--- config.mk ---
export PLATFORM = sky130hd
export DESIGN_NAME = rollback_walker
export DESIGN_NICKNAME = d
export VERILOG_FILES = /design/src/rtl/rollback_walker.sv
export SDC_FILE = /design/constraint.sdc
export NUM_CORES = 1
export LEC_CHECK = 0
export ABC_AREA = 1
export CORE_MARGIN = 2
export CORE_UTILIZATION = 36
export CTS_CLUSTER_DIAMETER = 150
export DETAILED_ROUTE_END_ITERATION = 16
export PLACE_DENSITY = 0.83
export REMOVE_ABC_BUFFERS = 1
export SLEW_MARGIN = 15
export SYNTH_ARGS = -nofsm -noshare
export SYNTH_HDL_FRONTEND = slang
export SYNTH_SLANG_ARGS = --single-unit
--- constraint.sdc ---
create_clock -name clk -period 1.4 [get_ports clk]
set_input_delay 0.14 -clock clk [delete_from_list [all_inputs] [get_ports clk]]
set_output_delay 0.14 -clock clk [all_outputs]
set_load 0.05 [all_outputs]
--- src/rtl/rollback_walker.sv ---
// rollback_walker: after a mispredict/exception flush, walks the ROB from the
// youngest entry back toward the flushing instruction. It presents up to two
// squashed entries per cycle on the rename rollback ports (slot 0 = younger,
// slot 1 = older). It then pulses done together with the new ROB tail.
module rollback_walker #(
    parameter int ROB_DEPTH = 16,
    parameter int IDX_W     = 4
) (
    input  logic             clk,
    input  logic             rst_n,
    input  logic             flush_req,
    input  logic [IDX_W-1:0] flush_idx,
    input  logic [IDX_W-1:0] rob_tail,
    output logic [IDX_W-1:0] rob_raddr_0,
    output logic [IDX_W-1:0] rob_raddr_1,
    input  logic [5:0]       rob_A_rd_0,
    input  logic [5:0]       rob_A_rd_1,
    input  logic [6:0]       rob_P_rd_old_0,
    input  logic [6:0]       rob_P_rd_old_1,
    input  logic [6:0]       rob_P_rd_new_0,
    input  logic [6:0]       rob_P_rd_new_1,
    output logic             rollback_en_0,
    output logic             rollback_en_1,
    output logic [5:0]       rollback_A_rd_0,
    output logic [5:0]       rollback_A_rd_1,
    output logic [6:0]       rollback_P_rd_old_0,
    output logic [6:0]       rollback_P_rd_old_1,
    output logic [6:0]       rollback_P_rd_new_0,
    output logic [6:0]       rollback_P_rd_new_1,
    output logic             busy,
    output logic             done,
    output logic [IDX_W-1:0] new_tail
);

    typedef enum logic [1:0] {
        ST_IDLE = 2'd0,
        ST_WALK = 2'd1,
        ST_DONE = 2'd2
    } state_e;

    state_e           state_q, state_d;
    logic [IDX_W-1:0] ptr_q, ptr_d;
    logic [IDX_W:0]   remain_q, remain_d;
    logic [IDX_W-1:0] tail_q, tail_d;

    // Squash count; IDX_W-bit wrap makes rob_tail==flush_idx a full ROB (DEPTH-1).
    logic [IDX_W-1:0] squash_cnt_s;
    logic [IDX_W-1:0] ptr_m1_s;
    logic             walk_s;
    logic             pair_s;

    assign squash_cnt_s = rob_tail - flush_idx - IDX_W'(1);
    assign ptr_m1_s     = ptr_q - IDX_W'(1);
    assign walk_s       = (state_q == ST_WALK);
    assign pair_s       = (remain_q >= (IDX_W+1)'(2));

    // State register with asynchronous reset; a reset mid-walk aborts it.
    always_ff @(posedge clk or negedge rst_n) begin
        if (!rst_n) begin
            state_q  <= ST_IDLE;
            ptr_q    <= {IDX_W{1'b0}};
            remain_q <= {(IDX_W+1){1'b0}};
            tail_q   <= {IDX_W{1'b0}};
        end else begin
            state_q  <= state_d;
            ptr_q    <= ptr_d;
            remain_q <= remain_d;
            tail_q   <= tail_d;
        end
    end

    // Next-state logic: start on flush, consume two entries per WALK cycle.
    always_comb begin
        state_d  = state_q;
        ptr_d    = ptr_q;
        remain_d = remain_q;
        tail_d   = tail_q;
        case (state_q)
            ST_IDLE: begin
                if (flush_req) begin
                    tail_d = flush_idx + IDX_W'(1);
                    if (squash_cnt_s == {IDX_W{1'b0}}) begin
                        state_d = ST_DONE;
                    end else begin
                        ptr_d    = rob_tail - IDX_W'(1);
                        remain_d = {1'b0, squash_cnt_s};
                        state_d  = ST_WALK;
                    end
                end else begin
                    state_d = ST_IDLE;
                end
            end
            ST_WALK: begin
                if (pair_s) begin
                    ptr_d    = ptr_q - IDX_W'(2);
                    remain_d = remain_q - (IDX_W+1)'(2);
                    if (remain_q == (IDX_W+1)'(2)) begin
                        state_d = ST_DONE;
                    end else begin
                        state_d = ST_WALK;
                    end
                end else begin
                    remain_d = {(IDX_W+1){1'b0}};
                    state_d  = ST_DONE;
                end
            end
            ST_DONE: begin
                state_d = ST_IDLE;
            end
            default: begin
                state_d = ST_IDLE;
            end
        endcase
    end

    // Output decode from registered state; slot 1 always carries the older entry.
    always_comb begin
        rob_raddr_0   = walk_s ? ptr_q : {IDX_W{1'b0}};
        rob_raddr_1   = walk_s ? ptr_m1_s : {IDX_W{1'b0}};
        rollback_en_0 = walk_s;
        rollback_en_1 = walk_s && pair_s;
        busy          = (state_q != ST_IDLE);
        done          = (state_q == ST_DONE);
        new_tail      = (state_q == ST_DONE) ? tail_q : {IDX_W{1'b0}};
    end

    // ROB read data passes straight through to the rename rollback ports.
    always_comb begin
        rollback_A_rd_0     = rob_A_rd_0;
        rollback_A_rd_1     = rob_A_rd_1;
        rollback_P_rd_old_0 = rob_P_rd_old_0;
        rollback_P_rd_old_1 = rob_P_rd_old_1;
        rollback_P_rd_new_0 = rob_P_rd_new_0;
        rollback_P_rd_new_1 = rob_P_rd_new_1;
    end

endmodule
# Word-level counts from Yosys, hierarchy flattened

Index checks and enable logic that the tools add are counted.
W data, S select, Z words.

Bits in registers: 15
Word-level logic and storage cells: 42

Add/subtract/negate cells: 7
Magnitude comparators: 1
Equality and inequality tests: 6
Muxes and demuxes: 16
Reduce and logical (&&, ||, !) cells: 8

Operators by type and width:

| operator              | number |
|---|---|
| $mux W4               | 6 |
| $mux W5               | 3 |
| $sub A4 B1 Y4 const B | 3 |
| $pmux W5 S2           | 1 |
| $mux W2               | 4 |
| $pmux W4 S2           | 1 |
| $eq A5 B2 Y1 const B  | 1 |
| $ge A5 B2 Y1 const B  | 1 |
| $sub A5 B2 Y5 const B | 1 |
| $add A4 B1 Y4 const B | 1 |
| $logic_not A4 Y1      | 1 |
| $ne A2 B2 Y1 const B  | 2 |
| $pmux W2 S2           | 1 |
| $reduce_and A4 Y1     | 1 |
| $reduce_bool A2 Y1    | 2 |
| $sub A4 B2 Y4 const B | 1 |
| $sub A4 B4 Y4         | 1 |
| $reduce_and A3 Y1     | 1 |
| $eq A2 B1 Y1 const B  | 1 |
| $eq A2 B2 Y1 const B  | 1 |
| $logic_not A2 Y1      | 1 |
| $ne A2 B1 Y1 const B  | 1 |
| $reduce_and A2 Y1     | 1 |
| $logic_and A1 B1 Y1   | 1 |

# Logic depth before layout (Yosys ltp)

Depth after elaboration: 6
Mapped depth: 13

# Worst setup path before layout

Ideal clock, no wire load.

Kind: register -> output
From: reg state_q[1]
To: out new_tail[0]
Data arrival time: 2.079 ns
Setup slack: -0.819 ns
Stages on the path, launching flop included: 5
Path through: dfrtp_1 -> inv_2 -> nor2_1 -> inv_1 -> nor2_1

Word-level cells in the longest chain between the ends: 2

RTL lines:

| what                     | RTL line | RTL |
|---|---|---|
| start: declaration       | 41       | `state_e state_q, state_d;` |
| start signal: assignment | 65       | `state_q <= state_d;` |
| $eq A2 B2 Y1             | -        |  |
| named net done           | 31       | `output logic done,` |
| $mux W4                  | 124      | `new_tail = (state_q == ST_DONE) ? tail_q : {IDX_W{1'b0}};` |
| end: declaration         | 32       | `output logic [IDX_W-1:0] new_tail` |

The timed path passes the listed nets, and every way through them passes these cells.

# Worst setup path after layout

From: reg ptr_q[1]
To: out rob_raddr_1[3]

Word-level cells in the longest chain between the ends: 2

RTL lines:

| what                     | RTL line | RTL |
|---|---|---|
| start: declaration       | 42       | `logic [IDX_W-1:0] ptr_q, ptr_d;` |
| start signal: assignment | 61       | `ptr_q <= {IDX_W{1'b0}};` |
| start signal: assignment | 66       | `ptr_q <= ptr_d;` |
| $sub A4 B1 Y4            | 53       | `assign ptr_m1_s = ptr_q - IDX_W'(1);` |
| $mux W4                  | 119      | `rob_raddr_1 = walk_s ? ptr_m1_s : {IDX_W{1'b0}};` |
| end: declaration         | 15       | `output logic [IDX_W-1:0] rob_raddr_1,` |

Every way passes these cells.

==> impl_results.md <==
* Post-route cell area at 2360 um^2
* Xor/xnor cell area share of the yosys netlist at under 10%
* Initial antenna violation count at 0
* CTS sink cnt at 15
* Setup TNS at -1630 ps
* Placement Cell Area at between 1500 and 2000 um^2
* Vias per inst at between 5 and 6
* Drt drc at 0
* CP Depth at 7
* Post-Syn Area at 1550 um^2
* HP Class: input pin to asynchronous set/reset pin
* Post-synthesis simple-gate area fraction at ~30%
* Root Buffer: clkbuf_8
* Adder-Cell Fraction of Synth Area at ~8.6%
* Hold Buf Count CTS at 0
* Clock tree buffer depth at 2
* Clock transition at the registers of the reported paths at approximately 60 ps
* Final period utilization at 117%
* Critical Path Sink Type: primary output
* Routed vias at 1568
* Initial DRT Pass Iterations at 6
* Largest net degree at the start of global routing at 16
* Mux share of post-synthesis cell area at 0%
* Crit path required time at about 1300 ps
* IO Pins at 107
* Number of distinct library cells after synthesis at 24
* Worst-path maximum fanout at 4
* Reg2reg path depth at 8
* Core box area at 4090 um^2
* Commonest non-fill, non-tap cell in the layout: buf_4
* Hold Slack at 225 ps
* Rows at 23
* DP Wirelength at 4.18 mm
* PD cells at 2740 nW/um^2
* Slew @ Worst Pin at ~300 ps
* Max Cap Viol at 0
* Final Util at just under 60%
* Syn-to-layout area delta at 52.2%
* Total gr overflow at 0
* Share of cells above drive strength 1 at between 50% and 60%
* Leak at approximately 1.1 nW
* Most frequent CP cell: nand2_2
* Gr usage total at between 20% and 30%
* #FFs+latches synth at 15
* Die width at between 60 and 70 um
* Setup slack after layout at -242 ps
* Outcome: complete, but fails checks
* Antenna Diode Count at 0
* Port-buffer cells at 26
* Crit path max-delay family: flip-flops
* Mapped Avg Cell Area at just over 7 um^2
* Final nets at between 300 and 400
* Pre-CTS setup slack at -736 ps
* Type of origin of the critical path: flop
* Slowest-stage cell, CP: dfrtp_1
* Largest family of logic cells by synthesized area: simple AND/OR/NAND/NOR gates
* CP Data Arrival Time at approximately 1500 ps
* CTS tree: done
* Routed WL at between 6 and 7 mm
* Hold Fails Final Rpt at 0
* Most frequent cells in the layout: buf_4 (37), nand2_1 (34), nand2_2 (17), buf_12 (17)
* Crit path buf inv count at 2
* H-tree lvl count at 1
* WS Path Type: flop to primary output
* 1st-iter DRT viols at 83
* VDD IR max at between 0.8 and 0.9 mV
* Slowest stage delay, CP at 410 ps
* Gpl congestion at roughly 0.85
* Routed wire per std cell at approximately 22 um
* Vias in the first global route at approximately 1400
* Failing checks: setup timing
* Maximum clock frequency at between 600 and 700 MHz
* Min cycle time layout at between 1500 and 2000 ps
* Warnings from Yosys at 0
* Die height at roughly 70 um
* Detail Route Antenna Nets at 0
* Synth Area in Compound Gates at 6.21%
* Sequential area share after synthesis at 24.2%
* RSZ-0062 raised after global routing: yes
* Slew Limit Fails at 0
* Initial core utilization at ~38%
* Rel. slew slack at 79.8%
* TritonCTS Buffers at 3
* Die area at approximately 4800 um^2
* Final setup fails at 23
* First-pass GRT wire length at 8.56 mm
* Crit path cell chain: inv_4 -> ha_4 -> nand2_2 -> nand2_2 -> xor2_2 -> nor2_2 -> buf_12
* Clk Latency, worst-skew pair at around 250 ps
* Post-Synthesis Cells at about 220
* Setup Skew at ~3.3 ps
==> cells by family (layout without fill, tap and decap cells) <==
group	Yosys count	in the layout
xor+xnor	5	5
flops	15	15
fa+ha+maj	10	10
simple gates	95	95
buf+inv	72	100
compound gates	18	18
==> flip-flops by register name, indices dropped and copies added (netlist names) <==
name / cells
ptr_q: 4
remain_q: 5
tail_q: 4
state_q: 2
==> metrics by stage <==
stage | cells | power (mW)
3_3_place_gp | 271 | 4.58
5_1_grt | 293 | 6.73
6_report | 293 | 6.45
3_5_place_dp | 271 | 4.69
2_1_floorplan | 174 | 3.02
4_1_cts | 281 | 5.49
==> layer usage <==
layer	wire [um]	GRT usage [%]	part of all wire (%)
met1	2330	25.5	36
met4	114	3.21	1.8
met5	0	8.89	0
met2	2920	34.9	46
met3	1030	18.5	16
==> Yosys cell counts <==
cell       n  area [um^2]
buf_4     40          300
nand2_1   47          176
a21oi_1    3         15.0
nand2_4    3         33.8
nand3b_1   1         7.51
inv_1     23         86.3
nand3_2    4         40.0
nor2_8     2         40.0
fa_1       1         20.0
inv_2      7         26.3
dfrtp_1   15          375
nor2_1    19         71.3
o21ai_0    8         40.0
nand2_2    5         31.3
nor2_2     1         6.26
xor2_1     5         43.8
buf_2      1         5.00
a21oi_2    1         8.76
o22ai_1    2         12.5
inv_4      1         6.26
ha_1       9          113
nor2_4     1         11.3
nand3_1   12         60.1
o21ai_1    4         20.0
==> power breakdown <==
part           internal (mW)  switching (mW)  leakage [nW]
clock network          0.202           0.153        0.0228
logic                   2.26            2.95         0.901
registers              0.654           0.235         0.186
==> area by class of cell <==
class,count,area [um^2]
multi-input combinational,128,1010
sequential,15,377
tap,50,62.6
timing repair buffer,65,726
inverter,31,136
clock buffer,4,45.0
fill,314,1730
==> final timing paths <==
kind / startpoint / to / slack [ps]
setup / recovery: ptr_q[1] / rob_raddr_1[3] / -240
hold / removal: rst_n / remain_q[4] / 220
setup reg to reg: state_q[0] / remain_q[2] / -110
hold reg to reg: tail_q[3] / tail_q[3] / 530
max in group asynchronous: rst_n / state_q[1] / 970
min in group clk: flush_idx[0] / tail_q[0] / 270
==> repair_timing <==
action,in CTS,in global routing
pin swaps,17,13
buffers inserted,6,12
gates resized for setup,60,34
setup endpoints to repair,24,24
(Power assumes the default switching activity.)
